--- src/rtl/apb_arbiter.sv ---
// rtl/apb_arbiter.sv - round-robin arbiter sharing one APB master port among NREQ requesters
// Optional ACCESS watchdog (req_err on PREADY timeout): define APB_ARB_TIMEOUT_EN.
`timescale 1ns/1ps
module apb_arbiter #(
  parameter int NREQ    = 4,
  parameter int AW      = 32,
  parameter int DW      = 32,
  parameter int TIMEOUT = 16
) (
  input  logic               PCLK,
  input  logic               PRESETn,
  input  logic [NREQ-1:0]    req_valid,
  input  logic [NREQ-1:0]    req_write,
  input  logic [NREQ*AW-1:0] req_addr,
  input  logic [NREQ*DW-1:0] req_wdata,
  output logic [NREQ-1:0]    req_grant,
  output logic [NREQ-1:0]    req_done,
  output logic [DW-1:0]      req_rdata,
  output logic               req_err,
  output logic               PSEL,
  output logic               transfer,
  output logic               PWRITE,
  output logic [AW-1:0]      PADDR,
  output logic [DW-1:0]      PDATA,
  input  logic               PREADY,
  input  logic [DW-1:0]      PRDATA
);

  localparam int PW = $clog2(NREQ);

  typedef enum logic [1:0] {S_IDLE, S_SETUP, S_ACCESS, S_DONE} state_t;

  state_t          r_state, w_state_nxt;
  logic [PW-1:0]   r_ptr, w_ptr_nxt;
  logic [PW-1:0]   w_win, w_idx;
  logic            w_any;
  logic            w_timeout;
  logic            w_finish;

  logic [NREQ-1:0] r_grant, w_grant_nxt;
  logic [NREQ-1:0] r_done, w_done_nxt;
  logic [DW-1:0]   r_rdata, w_rdata_nxt;
  logic            r_err, w_err_nxt;
  logic            r_psel, w_psel_nxt;
  logic            r_transfer, w_transfer_nxt;
  logic            r_pwrite, w_pwrite_nxt;
  logic [AW-1:0]   r_paddr, w_paddr_nxt;
  logic [DW-1:0]   r_pdata, w_pdata_nxt;

  // Round-robin pick: first valid requester at ptr+1, ptr+2, ... wrapping at NREQ.
  // Walking from the farthest candidate back lets the nearest one win last.
  always_comb begin
    w_any = 1'b0;
    w_win = r_ptr;
    w_idx = '0;
    for (int k = NREQ; k >= 1; k--) begin
      w_idx = PW'((int'(r_ptr) + k) % NREQ);
      if (req_valid[w_idx]) begin
        w_any = 1'b1;
        w_win = w_idx;
      end
    end
  end

`ifdef APB_ARB_TIMEOUT_EN
  localparam int CW = $clog2(TIMEOUT + 1);
  logic [CW-1:0] r_cnt;

  // Count PREADY-low ACCESS cycles; cleared on the way into ACCESS.
  always_ff @(posedge PCLK or negedge PRESETn) begin
    if (!PRESETn) begin
      r_cnt <= '0;
    end else if (r_state == S_SETUP) begin
      r_cnt <= '0;
    end else if (r_state == S_ACCESS && !PREADY) begin
      r_cnt <= r_cnt + 1'b1;
    end
  end

  assign w_timeout = (r_state == S_ACCESS) && !PREADY && (r_cnt == CW'(TIMEOUT - 1));
`else
  // No watchdog: ACCESS waits for PREADY indefinitely and TIMEOUT has no effect.
  assign w_timeout = 1'b0;
  if (TIMEOUT < 1) begin : g_no_watchdog
  end
`endif

  assign w_finish = (r_state == S_ACCESS) && (PREADY || w_timeout);

  // State register.
  always_ff @(posedge PCLK or negedge PRESETn) begin
    if (!PRESETn) begin
      r_state <= S_IDLE;
    end else begin
      r_state <= w_state_nxt;
    end
  end

  // Next-state logic: SETUP and DONE last one cycle, ACCESS waits for completion.
  always_comb begin
    w_state_nxt = r_state;
    case (r_state)
      S_IDLE:   if (w_any) w_state_nxt = S_SETUP;
      S_SETUP:  w_state_nxt = S_ACCESS;
      S_ACCESS: if (w_finish) w_state_nxt = S_DONE;
      S_DONE:   w_state_nxt = S_IDLE;
      default:  w_state_nxt = S_IDLE;
    endcase
  end

  // Next values of the registered outputs; payload is only sampled at grant.
  always_comb begin
    w_ptr_nxt      = r_ptr;
    w_grant_nxt    = r_grant;
    w_done_nxt     = '0;
    w_rdata_nxt    = r_rdata;
    w_err_nxt      = 1'b0;
    w_psel_nxt     = r_psel;
    w_transfer_nxt = r_transfer;
    w_pwrite_nxt   = r_pwrite;
    w_paddr_nxt    = r_paddr;
    w_pdata_nxt    = r_pdata;
    case (r_state)
      S_IDLE: begin
        if (w_any) begin
          w_ptr_nxt          = w_win;
          w_grant_nxt        = '0;
          w_grant_nxt[w_win] = 1'b1;
          w_psel_nxt         = 1'b1;
          w_transfer_nxt     = 1'b1;
          w_pwrite_nxt       = req_write[w_win];
          w_paddr_nxt        = req_addr[int'(w_win)*AW +: AW];
          w_pdata_nxt        = req_wdata[int'(w_win)*DW +: DW];
        end
      end
      S_ACCESS: begin
        if (w_finish) begin
          w_done_nxt[r_ptr] = 1'b1;
          w_psel_nxt        = 1'b0;
          w_transfer_nxt    = 1'b0;
          if (w_timeout) begin
            w_err_nxt   = 1'b1;
            w_rdata_nxt = '0;
          end else if (!r_pwrite) begin
            w_rdata_nxt = PRDATA;
          end
        end
      end
      S_DONE: begin
        w_grant_nxt = '0;
      end
      default: begin
      end
    endcase
  end

  // Output and pointer registers; ptr restarts at NREQ-1 so requester 0 wins first.
  always_ff @(posedge PCLK or negedge PRESETn) begin
    if (!PRESETn) begin
      r_ptr      <= PW'(NREQ - 1);
      r_grant    <= '0;
      r_done     <= '0;
      r_rdata    <= '0;
      r_err      <= 1'b0;
      r_psel     <= 1'b0;
      r_transfer <= 1'b0;
      r_pwrite   <= 1'b0;
      r_paddr    <= '0;
      r_pdata    <= '0;
    end else begin
      r_ptr      <= w_ptr_nxt;
      r_grant    <= w_grant_nxt;
      r_done     <= w_done_nxt;
      r_rdata    <= w_rdata_nxt;
      r_err      <= w_err_nxt;
      r_psel     <= w_psel_nxt;
      r_transfer <= w_transfer_nxt;
      r_pwrite   <= w_pwrite_nxt;
      r_paddr    <= w_paddr_nxt;
      r_pdata    <= w_pdata_nxt;
    end
  end

  assign req_grant = r_grant;
  assign req_done  = r_done;
  assign req_rdata = r_rdata;
  assign req_err   = r_err;
  assign PSEL      = r_psel;
  assign transfer  = r_transfer;
  assign PWRITE    = r_pwrite;
  assign PADDR     = r_paddr;
  assign PDATA     = r_pdata;

endmodule

--- config.mk ---
export PLATFORM = sky130hd
export DESIGN_NAME = apb_arbiter
export DESIGN_NICKNAME = d
export VERILOG_FILES = /design/src/rtl/apb_arbiter.sv
export SDC_FILE = /design/constraint.sdc
export NUM_CORES = 1
export LEC_CHECK = 0
export CAP_MARGIN = 5
export CELL_PAD_IN_SITES_DETAIL_PLACEMENT = 0
export CELL_PAD_IN_SITES_GLOBAL_PLACEMENT = 2
export CORE_MARGIN = 2
export CORE_UTILIZATION = 23
export CTS_CLUSTER_DIAMETER = 50
export DETAILED_ROUTE_END_ITERATION = 8
export GPL_TIMING_DRIVEN = 0
export PLACE_DENSITY = 0.88
export SYNTH_ARGS = -nofsm -noshare
export SYNTH_HDL_FRONTEND = slang
export SYNTH_SLANG_ARGS = --single-unit
--- constraint.sdc ---
create_clock -name PCLK -period 4.6 [get_ports PCLK]
set_input_delay 1.15 -clock PCLK [delete_from_list [all_inputs] [get_ports PCLK]]
set_output_delay 1.15 -clock PCLK [all_outputs]
set_load 0.05 [all_outputs]
Yosys cells after proc, flatten, opt, wreduce, memory -nomap -nowiden. Index checks and enable logic that the tools add are counted.

Register bits: 110. Memory bits (writable): 0. Memory bits (read-only): 0. Bits in latches: 0. Output and inout port bits: 108. Memories: 0.

Multipliers: 0. Eq/ne operators: 5. $lt $le $gt $ge: 8. Mux-type cells: 32. Bitwise gates (word level): 1. Add/sub/neg operators: 4. Reductions and logical operators: 11. Shift-type cells: 2. Divide/modulo/power cells: 0.

Operators by type and width (number): $shiftx A128 B8 Y32 (2); $lt A2 B3 Y1 const B (6); $mux W1 (13); $mux W2 (6); $mux W4 (3); $bmux W1 S2 (5); $pmux W2 S4 (1); $pmux W4 S2 (1); $reduce_and A2 Y1 (3); $reduce_and A3 Y1 (2); $add A2 B1 Y2 const B (2); $add A2 B2 Y2 const B (2); $demux W1 S2 (2); $eq A2 B2 Y1 const B (2); $ge A2 B1 Y1 const B (2); $ne A2 B2 Y1 const B (2); $reduce_bool A2 Y1 (2); $logic_and A1 B1 Y1 (3); $eq A2 B1 Y1 const B (1); $logic_not A2 Y1 (1); $pmux W1 S2 (1); $not A1 Y1 (1).

Depth between registers and ports, before layout. Gate-level depths: netlist of the first run.

Depth in word-level cells: 13. Depth in mapped cells: 10.

Least setup slack after synthesis of the first run. No wires, ideal clock.

Path type: input -> register. Start point: input port req_valid[3]. End point: register r_pwrite, in the netlist PWRITE. Stages: 6. Setup slack: 2111 ps. Required time: 4514 ps. Data arrival time: 2404 ps. Buffers on the path: 2. Cells stage by stage: nor4_2 -> nand2b_1 -> buf_2 -> clkbuf_1 -> nand2_1 -> o221ai_2.

Longest elaborated chain between the ends: 8.

Ends and longest elaborated chain: from (decl) (RTL line 12) `input logic [NREQ-1:0] req_valid,`; $bmux W1 S2 (RTL line 58) `if (req_valid[w_idx]) begin`; $mux W1 (not written as such) (RTL line 58); $mux W2 (4 in a row) (RTL line 58); $bmux W1 S2 (RTL line 131) `w_pwrite_nxt = req_write[w_win];`; $mux W1 (not written as such) (RTL line 131); to (signal assigned) (RTL line 178) `r_pwrite <= w_pwrite_nxt;`; to (decl) (RTL line 46) `logic r_pwrite, w_pwrite_nxt;`.

Several ways; a longest one is shown, not always the timed one. The select of a mux whose other input is x is not followed. A chain may end at the register's enable or synchronous reset.

Worst setup path after layout of the first run.
Start point: input port req_valid[3]. End point: register r_paddr[0], in the netlist PADDR[0].

Longest elaborated chain between the ends: 7.

Ends and longest elaborated chain: $bmux W1 S2 (RTL line 58); $mux W1 (not written as such) (RTL line 58); $mux W2 or $mux W1 (tied branches) (4 in a row) (RTL line 58); $shiftx A128 B8 Y32 or $reduce_and A2 Y1 (tied branches); to (signal assigned) (RTL line 179) `r_paddr <= w_paddr_nxt;`; to (decl) (RTL line 47) `logic [AW-1:0] r_paddr, w_paddr_nxt;`.

Several ways; a longest one is shown, not always the timed one. The select of a mux whose other input is x is not followed.

==> reports/metrics.cfg, run 1 <==
[critical_path]
max_stage_delay_ns = 0.58
crit_arrival_ns = 3.65
cp_num_cells = 7
rr_worst_depth = 10
cp_cell_sequence = clkdlybuf4s50_1 > nor4_2 > nand2b_1 > buf_2 > clkbuf_1 > nand2_1 > o221ai_2
critPathCaptureType = flip-flop
crit_family = buffers and inverters
crit_type = input pin to flip-flop
crit_buf_inv = 3
slowest_stage = nor4_2
start_kind = input pin
required_ns = 4.87
r2r_start = r_ptr[0]$_DFFE_PN1P_
crit_fanout = 10
startpoint = req_valid[3]

[drt]
wire_per_inst_um = 20.35
first_pass_iters = 4
routed_wl_um = 26200
drt_iter0_markers = 183
vias_per_cell = 4.521
ant_nets = 0
drc = 0
vias = 5818

[place]
gp_congestion = 0.7975
pre_cts_slack_ns = 0.8070
dp_hpwl_um = 20880
placed_cell_area_um2 = 10830
portBuffers = 405

[power_and_ir_drop]
power_frac_seq = 0.199
clkPwrFrac = 0.092
ir_drop_mv = 0.3453
p_comb_frac = 0.709
switching_share = 0.5127
internal-power_uw = 4241
p_leak_uw = 0.004783
power_density_nw_per_um2 = 781.9
p_sw_uw = 4463

[global_routing]
first_global_vias = 5944
grtUsageMet2 = 0.3136
track_usage = 0.1748
grt_max_degree = 61
grt_use_met3 = 0.04244
antenna_found_initial = 0
grt_first_pass_wirelength_um = 37630
top_usage_layer = met2
grt_overflow = 0
use_met1 = 0.2118

[layout]
mostFrequentLayoutCell = clkdlybuf4s50_1
final_cell_mix = clkdlybuf4s50_1 (404), mux2i_1 (131), dfrtp_1 (108), nand2_1 (76), o221ai_2 (50)
area_growth_pct = 76.16
stdcell_area_um2 = 11130
num_antenna_cells = 0
drive_gt1_frac = 0.1374
nNetsFinal = 1248
num-fill-cells = 2659

[sta]
min_period_ns = 3.384
rsz0062_at_grt = no
worst_slack_ns = 1.216
max_freq_mhz = 295.5
skew_ns = 0.01374
period_share = 0.7356
finalSetupViolCount = 0
worst_slew_pin_slew_ns = 0.6554
slew_violations = 0
slew_headroom = 0.5631
hold_violations = 0

[clock_network]
cts_buffers = 9
cts-resized-gates = 0
path_clk_slew_ns = 0.08
clkLatencyLatePin_ns = 0.36
cts_hold_buf = 0
cts_sinks = 110
cts_setup_buffers = 0
cts_buffer_depth = 2
htree_levels = 3
cts_tree = built
root_buffer = clkbuf_16

[flow_run]
drv_cap = 0

[hold_path]
hp-start = PDATA[9]$_DFFE_PN0P_
hp-class = flip-flop to flip-flop
whs_path_depth = 2

[synth]
yosys.area.top_type = dfrtp_1
yosysWarnings = 0
syn_avg_cell_area_um2 = 12.06
synthCells = 524
synth_nets = 831
synth_seq_cells = 110
syn_area_um2 = 6319
synth_top_area_share = 0.4277
ys_types = 34
synthTopCellsByArea = dfrtp_1 (43%), mux2i_1 (21%), o221ai_2 (12%), nand2_1 (4.5%), mux2_2 (4.5%)
synth_seq_area_share = 0.4360

[floorplanning]
core_um2 = 26950
io_pins = 407
dieArea_um2 = 28810
die_w_um = 169.7
die_height_um = 169.7
start_util = 0.2344
rows = 60

[outcome]
outcome = completed

tightest hold or removal path, stage by stage (launching register included):
cell and delay (ns):
dfrtp_1 0.35, nand2_1 0.05, o221ai_1 0.06
registers in the layout, indices dropped and copies added, names as in the netlist:
signal	flops
PDATA	32
PWRITE	1
req_done	4
req_rdata	32
transfer	1
PADDR	32
r_ptr	2
req_grant	4
r_state	2
cell usage after synthesis, drive strengths merged:
library cell,count
dfrtp,108
nand2,76
mux2i,131
clkbuf,9
a22o,1
nor4,1
and4bb,1
or2,2
a32oi,2
and3,4
conb,1
nor2,7
o221ai,66
buf,34
o21ai,14
a21oi,4
nor2b,4
mux2,32
o22ai,1
mux4,1
or3,1
nand2b,3
ha,8
dfstp,2
o31ai,1
a31oi,3
inv,6
xnor2,1
worst paths after layout:
kind / endpoint / slack [ns]
max: PADDR[0]$_DFFE_PN0P_ / 1.22
min: PDATA[9]$_DFFE_PN0P_ / 0.49
max reg2reg: PWRITE$_DFFE_PN0P_ / 1.53
min reg2reg: PDATA[9]$_DFFE_PN0P_ / 0.49
max in group asynchronous: r_ptr[1]$_DFFE_PN1P_ / 3.10
min in group asynchronous: req_rdata[26]$_DFFE_PN0P_ / 0.76
layout make-up:
class	instances	area, um^2	share of cell area
plain buffers	43	270.3	0.02428
well taps	341	426.7	0.03833
repair buffers	406	4083	0.3668
clock buffers	9	225.2	0.02023
multi-input cells	365	3271	0.2938
clock inverters	7	77.57	0.006969
inverters	6	22.52	0.002023
flip-flops and latches	110	2755	0.2475
power by group through the flow:
stage / clock, uW / combinational [uW] / sequential, uW
final: 804 / 6170 / 1730
after global routing: 874 / 6540 / 1790
after CTS: 833 / 6280 / 1740
after detailed placement: 0 / 6280 / 1750
after global placement: 0 / 6230 / 1730
after floorplan: 0 / 2700 / 3230
layer usage:
layer | vias to the layer above | part of all wire
met4 | 0 | 0.013
li1 | 2791 | -
met3 | 17 | 0.063
met5 | - | 0
met1 | 2795 | 0.42
met2 | 215 | 0.51
cell families (layout without fill, tap and decap cells):
| logic type | Yosys count | in the layout | share of synthesized area |
|---|---|---|---|
| XOR/XNOR | 1 | 1 | 0.001386 |
| adder cells (fa/ha/maj) | 8 | 8 | 0.01584 |
| AO/OA/AOI/OAI | 92 | 92 | 0.1646 |
| other | 1 | 1 | 0.0005935 |
| AND/OR/NAND/NOR | 99 | 99 | 0.06713 |
| flip-flops | 110 | 110 | 0.4360 |
| multiplexers | 164 | 164 | 0.2681 |
| buffers and inverters | 49 | 471 | 0.04634 |
per-stage QoR:
| stage | hold WS (ns) | std cells | total power, uW | TNS, ns | util |
|---|---|---|---|---|---|
| after floorplan | 0.5237 | 524 | 5927 | 0 | - |
| after global placement | 0.4679 | 1270 | 7961 | -254.10 | 0.4007 |
| after detailed placement | 0.4723 | 1271 | 8022 | 0 | 0.4018 |
| after CTS | 0.4934 | 1287 | 8847 | 0 | 0.4130 |
| after global routing | 0.5045 | 1287 | 9207 | 0 | 0.4130 |
| final | 0.4912 | 1287 | 8704 | 0 | 0.4130 |
Note: power is estimated with default switching activity, not from simulation.
==> run 2, diff against run 1 <==
--- a/config.mk
+++ b/config.mk
@@ -9,11 +9,11 @@
 export CELL_PAD_IN_SITES_DETAIL_PLACEMENT = 0
 export CELL_PAD_IN_SITES_GLOBAL_PLACEMENT = 2
 export CORE_MARGIN = 2
-export CORE_UTILIZATION = 23
+export CORE_UTILIZATION = 19
 export CTS_CLUSTER_DIAMETER = 50
 export DETAILED_ROUTE_END_ITERATION = 8
 export GPL_TIMING_DRIVEN = 0
-export PLACE_DENSITY = 0.88
+export PLACE_DENSITY = 0.78
 export SYNTH_ARGS = -nofsm -noshare
 export SYNTH_HDL_FRONTEND = slang
 export SYNTH_SLANG_ARGS = --single-unit
==> constraint.sdc (replaced) <==
create_clock -name PCLK -period 2.7 [get_ports PCLK]
set_input_delay 0.675 -clock PCLK [delete_from_list [all_inputs] [get_ports PCLK]]
set_output_delay 0.675 -clock PCLK [all_outputs]
set_load 0.05 [all_outputs]
==> reports/metrics.cfg, run 2 (synthesized netlist as in run 1, its figures left out) <==
[global_routing]
antenna_found_initial = 1  ; was 0
grt_overflow = 0  ; unchanged
grt_first_pass_wirelength_um = 40430  ; was 37630 um
track_usage = 0.1520  ; was 0.1748
grt_max_degree = 67  ; was 61
first_global_vias = 6351  ; was 5944

[drt]
routed_wl_um = 27240  ; was 26200 um
wire_per_inst_um = 19.49  ; was 20.35 um
first_pass_iters = 4  ; unchanged
ant_nets = 0  ; unchanged
drc = 0  ; unchanged
vias = 5937  ; was 5818
vias_per_cell = 4.247  ; was 4.521
drt_iter0_markers = 198  ; was 183

[clock_network]
htree_levels = 3  ; unchanged
path_clk_slew_ns = 0.09  ; was 0.08 ns
cts_sinks = 110  ; unchanged
cts_buffer_depth = 2  ; unchanged
cts_tree = built  ; unchanged
clkLatencyLatePin_ns = 0.36  ; about the same
cts_buffers = 9  ; unchanged
root_buffer = clkbuf_16  ; unchanged

[layout]
num-fill-cells = 3235  ; was 2659
area_growth_pct = 86.69  ; was 76.16%
mostFrequentLayoutCell = clkdlybuf4s50_1  ; unchanged
instances_no_fill = 1398  ; was 1287
final_cell_mix = clkdlybuf4s50_1 (402), dfrtp_1 (108), mux2i_1 (106), nand2_1 (76), o221ai_2 (50)  ; was clkdlybuf4s50_1 (404), mux2i_1 (131), dfrtp_1 (108), nand2_1 (76), o221ai_2 (50)
nNetsFinal = 1257  ; was 1248
drive_gt1_frac = 0.1822  ; was 0.1374

[place]
portBuffers = 405  ; unchanged
place_inst = 1372  ; was 1271
dp_hpwl_um = 21020  ; was 20880 um
gp_congestion = 0.8207  ; was 0.7975

[critical_path]
slowest_stage = clkdlybuf4s50_1  ; was nor4_2
required_ns = 2.93  ; was 4.87 ns
cp_cell_sequence = clkdlybuf4s50_1 > o21ai_0 > a32oi_1 > buf_6 > buf_12 > clkbuf_16 > mux2i_2 > o221ai_2  ; was clkdlybuf4s50_1 > nor4_2 > nand2b_1 > buf_2 > clkbuf_1 > nand2_1 > o221ai_2
crit_type = input pin to flip-flop  ; unchanged
start_kind = input pin  ; unchanged
crit_arrival_ns = 2.83  ; was 3.65 ns
max_stage_delay_ns = 0.68  ; was 0.58 ns
crit_fanout = 8  ; was 10
critPathCaptureType = flip-flop  ; unchanged

[sta]
finalSetupViolCount = 0  ; unchanged
max_freq_mhz = 385.3
hold_violations = 0  ; unchanged
timing.hold.ws_ns = 0.2269  ; was 0.4912 ns
slew_violations = 0  ; unchanged
worst_slew_pin_slew_ns = 0.6243  ; was 0.6554 ns
period_share = 0.9613
skew_ns = 0.01868  ; was 0.01374 ns
slew_headroom = 0.5825  ; was 0.5631
min_period_ns = 2.595

[power_and_ir_drop]
p_leak_uw = 0.004917  ; was 0.004783 uW
power_density_nw_per_um2 = 1372  ; was 781.9 nW/um^2
ir_drop_mv = 0.4753  ; was 0.3453 mV

[floorplanning]
dieArea_um2 = 34730  ; was 28810 um^2
core_um2 = 32620  ; was 26950 um^2
rows = 66  ; was 60
die_w_um = 186.4  ; was 169.7 um
start_util = 0.1937  ; was 0.2344
die_height_um = 186.4  ; was 169.7 um
io_pins = 407  ; unchanged

[outcome]
outcome = completed  ; unchanged

[flow_run]
drv_cap = 0  ; unchanged

[hold_path]
hp-class = input pin to async pin  ; was flip-flop to flip-flop

## run 2: repair_timing
item / CTS / global route
resized for setup: 45 / 49
hold buffers: 0 / 0
cloned: 0 / 4
pin swaps: 0 / 2
endpoints found under the setup margin: 67 / 66
setup buffers: 2 / 3
## run 2: worst max-delay path: cells and delay by family
| kind | cells | cell delay, ns |
|---|---|---|
| compound gates | 3 | 0.58 |
| buf+inv | 4 | 1.27 |
| mux | 1 | 0.27 |
## run 2: per-layer routing
layer	vias up	routed length, um	track usage
met1	2894	11790	0.1860
li1	2820	-	-
met3	13	1502	0.03837
met4	0	307	0.03323
met2	210	13640	0.2682
met5	-	0	0
## run 2: where the power goes
part | switching, uW | leakage, uW | internal, uW
sequential | 451 | 0.00135 | 2480
combinational | 6810 | 0.00342 | 5040
clock | 746 | 0.000144 | 659
total | 8000 | 0.00492 | 8180
## run 2: cell type report
| class | instances | area [um^2] | share of cell area |
|---|---|---|---|
| Tap cell | 442 | 553.0 | 0.04688 |
| Sequential cell | 110 | 2755 | 0.2336 |
| Clock buffer | 9 | 225.2 | 0.01909 |
| Buffer | 43 | 432.9 | 0.03670 |
| Multi-Input combinational cell | 365 | 3502 | 0.2969 |
| Clock inverter | 7 | 77.57 | 0.006576 |
| Antenna cell | 1 | 2.502 | 0.0002121 |
| Timing Repair Buffer | 415 | 4225 | 0.3582 |
| Inverter | 6 | 22.52 | 0.001909 |
## run 2: final timing paths
kind / start / to / slack [ns] / depth (start not counted)
min in group PCLK: req_grant[0]$_DFFE_PN0P_ / req_grant[0]$_DFFE_PN0P_ / 0.48 / 2
min reg2reg: req_grant[0]$_DFFE_PN0P_ / req_grant[0]$_DFFE_PN0P_ / 0.48 / 2
max in group asynchronous: PRESETn / PADDR[9]$_DFFE_PN0P_ / 1.72 / 2
min: PRESETn / PDATA[7]$_DFFE_PN0P_ / 0.23 / 1
max reg2reg: r_ptr[0]$_DFFE_PN1P_ / PADDR[5]$_DFFE_PN0P_ / 0.11 / 10
max: req_valid[2] / PADDR[5]$_DFFE_PN0P_ / 0.10 / 8
## run 2: per-stage QoR
| stage | worst slack (ns) | instance area [um^2] | utilization | TNS [ns] | total power [uW] |
|---|---|---|---|---|---|
| after detailed placement | -0.6653 | 10950 | 0.3358 | -41.05 | 13710 |
| after global placement | -3.947 | 10930 | 0.3349 | -468.74 | 13650 |
| after floorplan | 0.3318 | 6319 | - | 0 | 10100 |
| final | 0.1045 | 11800 | 0.3616 | 0 | 16180 |
| after global routing | -0.005988 | 11800 | 0.3616 | -0.009105 | 17130 |
| after CTS | -0.001435 | 11450 | 0.3511 | -0.001435 | 15630 |
